===== src/rtl/led_counter_ctrl.sv =====
// led_counter_ctrl: command-driven LED counter sequencer with prescaled tick, bounded runs, wrap/done pulses.
module led_counter_ctrl #(
    parameter int WIDTH      = 4,
    parameter int PRESCALE_W = 20
) (
    input  logic                  clk,
    input  logic                  rst_n,
    input  logic                  cmd_valid,
    output logic                  cmd_ready,
    input  logic [1:0]            cmd_op,
    input  logic [WIDTH-1:0]      cmd_arg,
    input  logic [PRESCALE_W-1:0] div,
    output logic [WIDTH-1:0]      led,
    output logic                  busy,
    output logic                  wrap,
    output logic                  done
);
    typedef enum logic [1:0] {IDLE, APPLY, UP, DOWN} state_t;
    localparam logic [1:0] OP_STOP = 2'b00, OP_UP = 2'b01, OP_DOWN = 2'b10, OP_LOAD = 2'b11;
    state_t                state, next_state;
    logic [1:0]            op_q;
    logic [WIDTH-1:0]      arg_q, steps;
    logic [PRESCALE_W-1:0] presc;
    logic                  accept, running, tick, step, last;
    assign accept  = cmd_valid & cmd_ready;
    assign running = (state == UP) || (state == DOWN);
    assign tick    = running && (presc >= div);
    // an accepted command always preempts a tick on the same edge
    assign step    = tick && !accept;
    assign last    = steps == WIDTH'(1);
    always_comb begin
        next_state = state;
        if (accept)
            next_state = APPLY;
        else if (state == APPLY)
            next_state = (op_q == OP_UP) ? UP : (op_q == OP_DOWN) ? DOWN : IDLE;
        else if (step && last)
            next_state = IDLE;
    end
    always_ff @(posedge clk or negedge rst_n) begin
        if (!rst_n)
            state <= IDLE;
        else
            state <= next_state;
    end
    always_ff @(posedge clk or negedge rst_n) begin
        if (!rst_n) begin
            led       <= '0;
            presc     <= '0;
            steps     <= '0;
            op_q      <= OP_STOP;
            arg_q     <= '0;
            cmd_ready <= 1'b0;
            busy      <= 1'b0;
            wrap      <= 1'b0;
            done      <= 1'b0;
        end else begin
            if (accept) begin
                op_q  <= cmd_op;
                arg_q <= cmd_arg;
            end
            if (state == APPLY && op_q == OP_LOAD)
                led <= arg_q;
            else if (step)
                led <= (state == UP) ? led + WIDTH'(1) : led - WIDTH'(1);
            presc <= (running && !accept && !tick) ? presc + PRESCALE_W'(1) : '0;
            if (state == APPLY)
                steps <= arg_q;
            else if (step && steps != '0)
                steps <= steps - WIDTH'(1);
            wrap      <= step && ((state == UP) ? &led : ~|led);
            done      <= step && last;
            cmd_ready <= next_state != APPLY;
            busy      <= (next_state == UP) || (next_state == DOWN);
        end
    end
endmodule


===== config.mk =====
export PLATFORM = sky130hd
export DESIGN_NAME = led_counter_ctrl
export DESIGN_NICKNAME = d
export VERILOG_FILES = /design/src/rtl/led_counter_ctrl.sv
export SDC_FILE = /design/constraint.sdc
export NUM_CORES = 1
export LEC_CHECK = 0
export CAP_MARGIN = 20
export CORE_MARGIN = 8
export CORE_UTILIZATION = 29
export CTS_BUF_LIST = sky130_fd_sc_hd__clkbuf_8
export CTS_CLUSTER_DIAMETER = 30
export CTS_CLUSTER_SIZE = 16
export DETAILED_ROUTE_END_ITERATION = 12
export PLACE_DENSITY = 0.57
export SETUP_SLACK_MARGIN = 0.1
export SYNTH_ARGS = -nofsm -noshare
export SYNTH_HDL_FRONTEND = slang
export SYNTH_SLANG_ARGS = --single-unit

===== constraint.sdc =====
create_clock -name clk -period 4.5 [get_ports clk]
set_clock_uncertainty 0.1 [all_clocks]
set_input_delay 1.35 -clock clk [delete_from_list [all_inputs] [get_ports clk]]
set_output_delay 1.35 -clock clk [all_outputs]
set_load 0.01 [all_outputs]

# Word-level counts from Yosys, hierarchy flattened
# Cells that the tools add are included.
[totals]
register_bits = 40
latch_bits = 0
ramBits = 0
mem_bits_ro = 0
input_bits = 29
output_inout_bits = 8
word_cells = 56
n_memories = 0
[op_classes]
add_sub_neg = 4
mul = 0
n_div = 0
order_cmp = 1
eq_ne = 10
shifts = 0
muxes = 12
bitwise = 1
n_reduce_logical = 18
[ops]
columns = ["op", "count"]
rows = [
  ["$add 20x1->20 const B", 1],
  ["$ge 20x20->1", 1],
  ["$mux 20", 1],
  ["$mux 4", 5],
  ["$eq 2x2->1 const B", 6],
  ["$mux 2", 5],
  ["$logic_and 1x1->1", 8],
  ["$sub 4x1->4 const B", 2],
  ["$add 4x1->4 const B", 1],
  ["$eq 2x1->1 const B", 2],
  ["$eq 4x1->1 const B", 1],
  ["$reduce_and 4->1", 1],
  ["$reduce_bool 2->1", 2],
  ["$reduce_bool 4->1", 1],
  ["$reduce_or 4->1", 1],
  ["$logic_not 1->1", 3],
  ["$logic_or 1x1->1", 2],
  ["$ne 2x1->1 const B", 1],
  ["$and 1x1->1", 1],
  ["$mux 1", 1],
]

# Longest topological paths before layout
[depth]
depth_word = 10
ltp_mapped = 10
ltp_nobuf = 9

# Least setup slack after synthesis
# OpenSTA, ideal clock, no wires.
[synth_timing]
kind = "input to register"
startpoint = "input div[2]"
endpoint = "register led[1]"
setup_time_ns = 0.127
arrival_time_ns = 3.003
required_ns = 4.273
setup_slack_ns = 1.270
cell_stages = 10
n_path_buf = 1
cell_sequence = "inv_1 -> ha_1 -> a211oi_1 -> o21ai_1 -> a41oi_1 -> o41ai_2 -> a32oi_2 -> buf_4 -> mux2i_1 -> o21ai_0"
[synth_via]
elab_chain_cells = 4
[synth_lines]
columns = ["item", "line_no", "rtl"]
rows = [
  ["start: declaration", "12", "input logic [PRESCALE_W-1:0] div,"],
  ["$ge 20x20->1", "27", "assign tick = running && (presc >= div);"],
  ["$logic_and 1x1->1", "27", ""],
  ["$logic_and 1x1->1", "29", "assign step = tick && !accept;"],
  ["$reduce_bool 2->1 (no line)", "-", ""],
  ["end signal: assignment", "63", "led <= arg_q;"],
  ["end signal: assignment", "65", "led <= (state == UP) ? led + WIDTH'(1) : led - WIDTH'(1);"],
  ["end: declaration", "13", "output logic [WIDTH-1:0] led,"],
]
# No other way between the ends.
# A chain may end at the register's enable or synchronous reset.

# Worst setup path in the final report
[layout_timing]
startpoint = "input div[2]"
endpoint = "register steps[1]"
[layout_via]
elab_chain_cells = 5
[layout_lines]
columns = ["item", "line_no", "rtl"]
rows = [
  ["$ge 20x20->1", "27", ""],
  ["$logic_and 1x1->1", "27", ""],
  ["$logic_and 1x1->1", "29", ""],
  ["$logic_and 1x1->1", "69", "else if (step && steps != '0)"],
  ["$reduce_bool 2->1 (no line)", "-", ""],
  ["end signal: assignment", "68", "steps <= arg_q;"],
  ["end signal: assignment", "70", "steps <= steps - WIDTH'(1);"],
  ["end: declaration", "22", "logic [WIDTH-1:0] arg_q, steps;"],
]
# No other way between the ends.

==> metrics.csv <==
stage;metric;value;unit
outcome;status;finished clean;
min_path;holdPathStages;1;
floorplanning;die_w;108;um
finish;diodes;0;
route;drtIter0Drc;39;
yosys;yosysWarnings;0;
sta;fmax;0.266;GHz
clock_tree;cts_tree;built;
global_routing;grt_pass1_vias;1879;
yosys;ys_async_sr_fraction;100;%
sta;drv_slew;0;
place;port_buffers;36;
clock_tree;cts_setup_buffers;0;
sta;tns;0;ns
critical_path;cp.required;4.61;ns
place;gp_congestion;0.745;
floorplanning;core;0.00818;mm2
route;vias;1844;
critical_path;crit_fanout;16;
flow_run;max_cap_viol_count;0;
yosys;syn_area;0.00244;mm2
clock_tree;cts_resized;0;
global_routing;grt_max_degree;41;
yosys;syn_inst;255;
sta;hold_viol_final;0;
clock_tree;cts-root-buf;clkbuf_8;
yosys;yosysMostFrequentCell;dfrtp_1;
sta;layout_setup_ws;0.745;ns
yosys;ys_top_cells_by_count;40 x dfrtp_1, 33 x nor2_1, 28 x ha_1;
critical_path;endpoint_kind;flop;
route;viasPerCell;4.61;
finish;fillers;856;
floorplanning;rows;33;
clock_tree;clkSinkCount;40;
yosys;synth_ff_type;dfrtp_1;
yosys;yosysUniqueCellTypes;39;
yosys;synth_edf_count;0;
sta;worst_pin_slew;0.875;ns
floorplanning;dieArea;0.0116;mm2
route;wl;4.97;mm
critical_path;arrival;3.87;ns
place;placed_cell_area;0.00290;mm2
sta;rsz0062_at_grt;false;
floorplanning;fp.dieH;108;um
route;wl_per_cell;12.4;um
global_routing;antenna_found_initial;0;
floorplanning;start_util;29.8;%
global_routing;grt_pass1_wl;8.74;mm
sta;slew_headroom;41.7;%
power;power.density;374;mW/mm2
clock_tree;numCtsBuffers;5;
clock_tree;postCtsHoldBufs;0;
floorplanning;io_pins;37;
finish;nNetsFinal;352;
place;dp_slack;0.425;ns
sta;post-route-min-period;3.75;ns
clock_tree;cts_max_path_buffers;2;
yosys;mappedNetlistNets;313;
global_routing;global_route.overflow_total;0;
yosys;synth_top_area_share;41.1;%
clock_tree;cts-htree-levels;2;
finish;drive_above_1_share;6.10;%
place;dp_hpwl;3.86;mm
route;drcViolationCount;0;
yosys;ys_seq_area_share;41.1;%
power;cellLeakagePower;1.35;nW
sta;period_share;83.4;%
yosys;ys_top_cells_by_area;dfrtp_1 41%, ha_1 14%, xor2_1 5.8%;
yosys;avgSynthCellArea;9.55;um2
finish;area_delta_synth_final;23.0;%
clock_tree;path_clk_slew;0.08;ns
yosys;synth_top_area_cell;dfrtp_1;
critical_path;reg2reg_depth;8;
yosys;ys_seq_elements;40;
critical_path;crit_path_start_kind;primary input;
global_routing;grt.total_usage;9.17;%
clock_tree;clk_latency;0.29;ns
finish;stdcell_area;0.00300;mm2
route;drt.antenna.violating_nets;0;
route;first_pass_iters;4;
critical_path;path_class;primary input to flop;
sta;setup_viol;0;
power;vdd_drop_max;0.141;mV
min_path;hp-class;flop to flop;
-- report_power, final --
part	switching [mW]	internal [mW]	total [mW]	leakage (nW)
combinational	0.179	0.183	0.362	0.799
clock	0.131	0.110	0.240	0.0404
sequential	0.0891	0.428	0.518	0.515
total	0.399	0.721	1.12	1.35
-- worst paths after layout --
path                       startpoint   endpoint  slack, ns
max                            div[2]   steps[1]       0.75
max in group asynchronous       rst_n   arg_q[3]       2.68
min                         cmd_ready  cmd_ready       0.39
min reg2reg                 cmd_ready  cmd_ready       0.39
max reg2reg                  presc[2]   steps[1]       1.80
min in group asynchronous       rst_n   presc[9]       1.07
-- cells in the final DEF (no fill, tap or decap), types with 2 or more instances in the layout --
cell type,instances
clkbuf_8,5
ha_1,28
xor2_1,16
xnor2_1,5
and4_1,3
nand3_1,8
nand2_1,18
nor2b_1,4
o21ai_0,11
or3_1,5
clkinvlp_4,2
dfrtp_1,40
nor2_1,33
o22ai_1,2
and3_1,4
nand4_1,5
a21oi_1,12
and2_1,2
or4_1,2
nand2b_1,2
inv_1,25
clkdlybuf4s50_1,35
a31oi_1,5
mux2_2,6
-- per-stage QoR --
step,std cells,util (%),power [mW],hold slack (ns)
6_report,400,36.7,1.12,0.390
3_5_place_dp,392,35.5,0.888,0.371
2_1_floorplan,255,-,0.742,0.365
4_1_cts,400,36.7,1.13,0.401
5_1_grt,400,36.7,1.22,0.428
3_3_place_gp,392,35.5,0.886,0.371
-- worst max-delay path, cell delays in order --
cell	delay [ns]
clkdlybuf4s50_1	0.45
inv_1	0.04
ha_1	0.29
a211oi_1	0.22
o21ai_1	0.09
a41oi_1	0.30
o41ai_2	0.13
a32oi_2	0.58
o21ai_0	0.23
a31oi_1	0.19
-- final cells by class --
cell class	instances	area [um2]	share of cell area, %
clock buffer	5	68.8	2.30
clock inverter	3	23.8	0.793
tap	105	131	4.38
sequential	40	1000	33.4
timing repair buffer	36	355	11.9
inverter	25	93.8	3.13
multi-input combinational	186	1320	44.1
-- layer usage --
| metal | wire, um | up-vias | global-route usage [%] |
|---|---|---|---|
| met1 | 2440 | 853 | 12.1 |
| li1 | - | 957 | - |
| met2 | 2260 | 32 | 14.1 |
| met3 | 220 | 2 | 2.40 |
| met5 | 0 | - | 0 |
| met4 | 53 | 0 | 3.27 |
-- registers in the layout, summed over array words and instances, names as in the netlist --
signal / count
arg_q: 4
busy: 1
cmd_ready: 1
done: 1
led: 4
op_q: 2
presc: 20
state: 2
steps: 4
wrap: 1
-- kinds of logic after synthesis --
kind of cell,after synthesis,share of synthesized area (%)
mux,7,3.18
simple gates,90,18.3
buf+inv,29,4.62
fa+ha+maj,29,15.2
compound gates,39,10.1
flops,40,41.1
xor+xnor,21,7.55
Note: power is estimated with default switching activity, not from simulation.
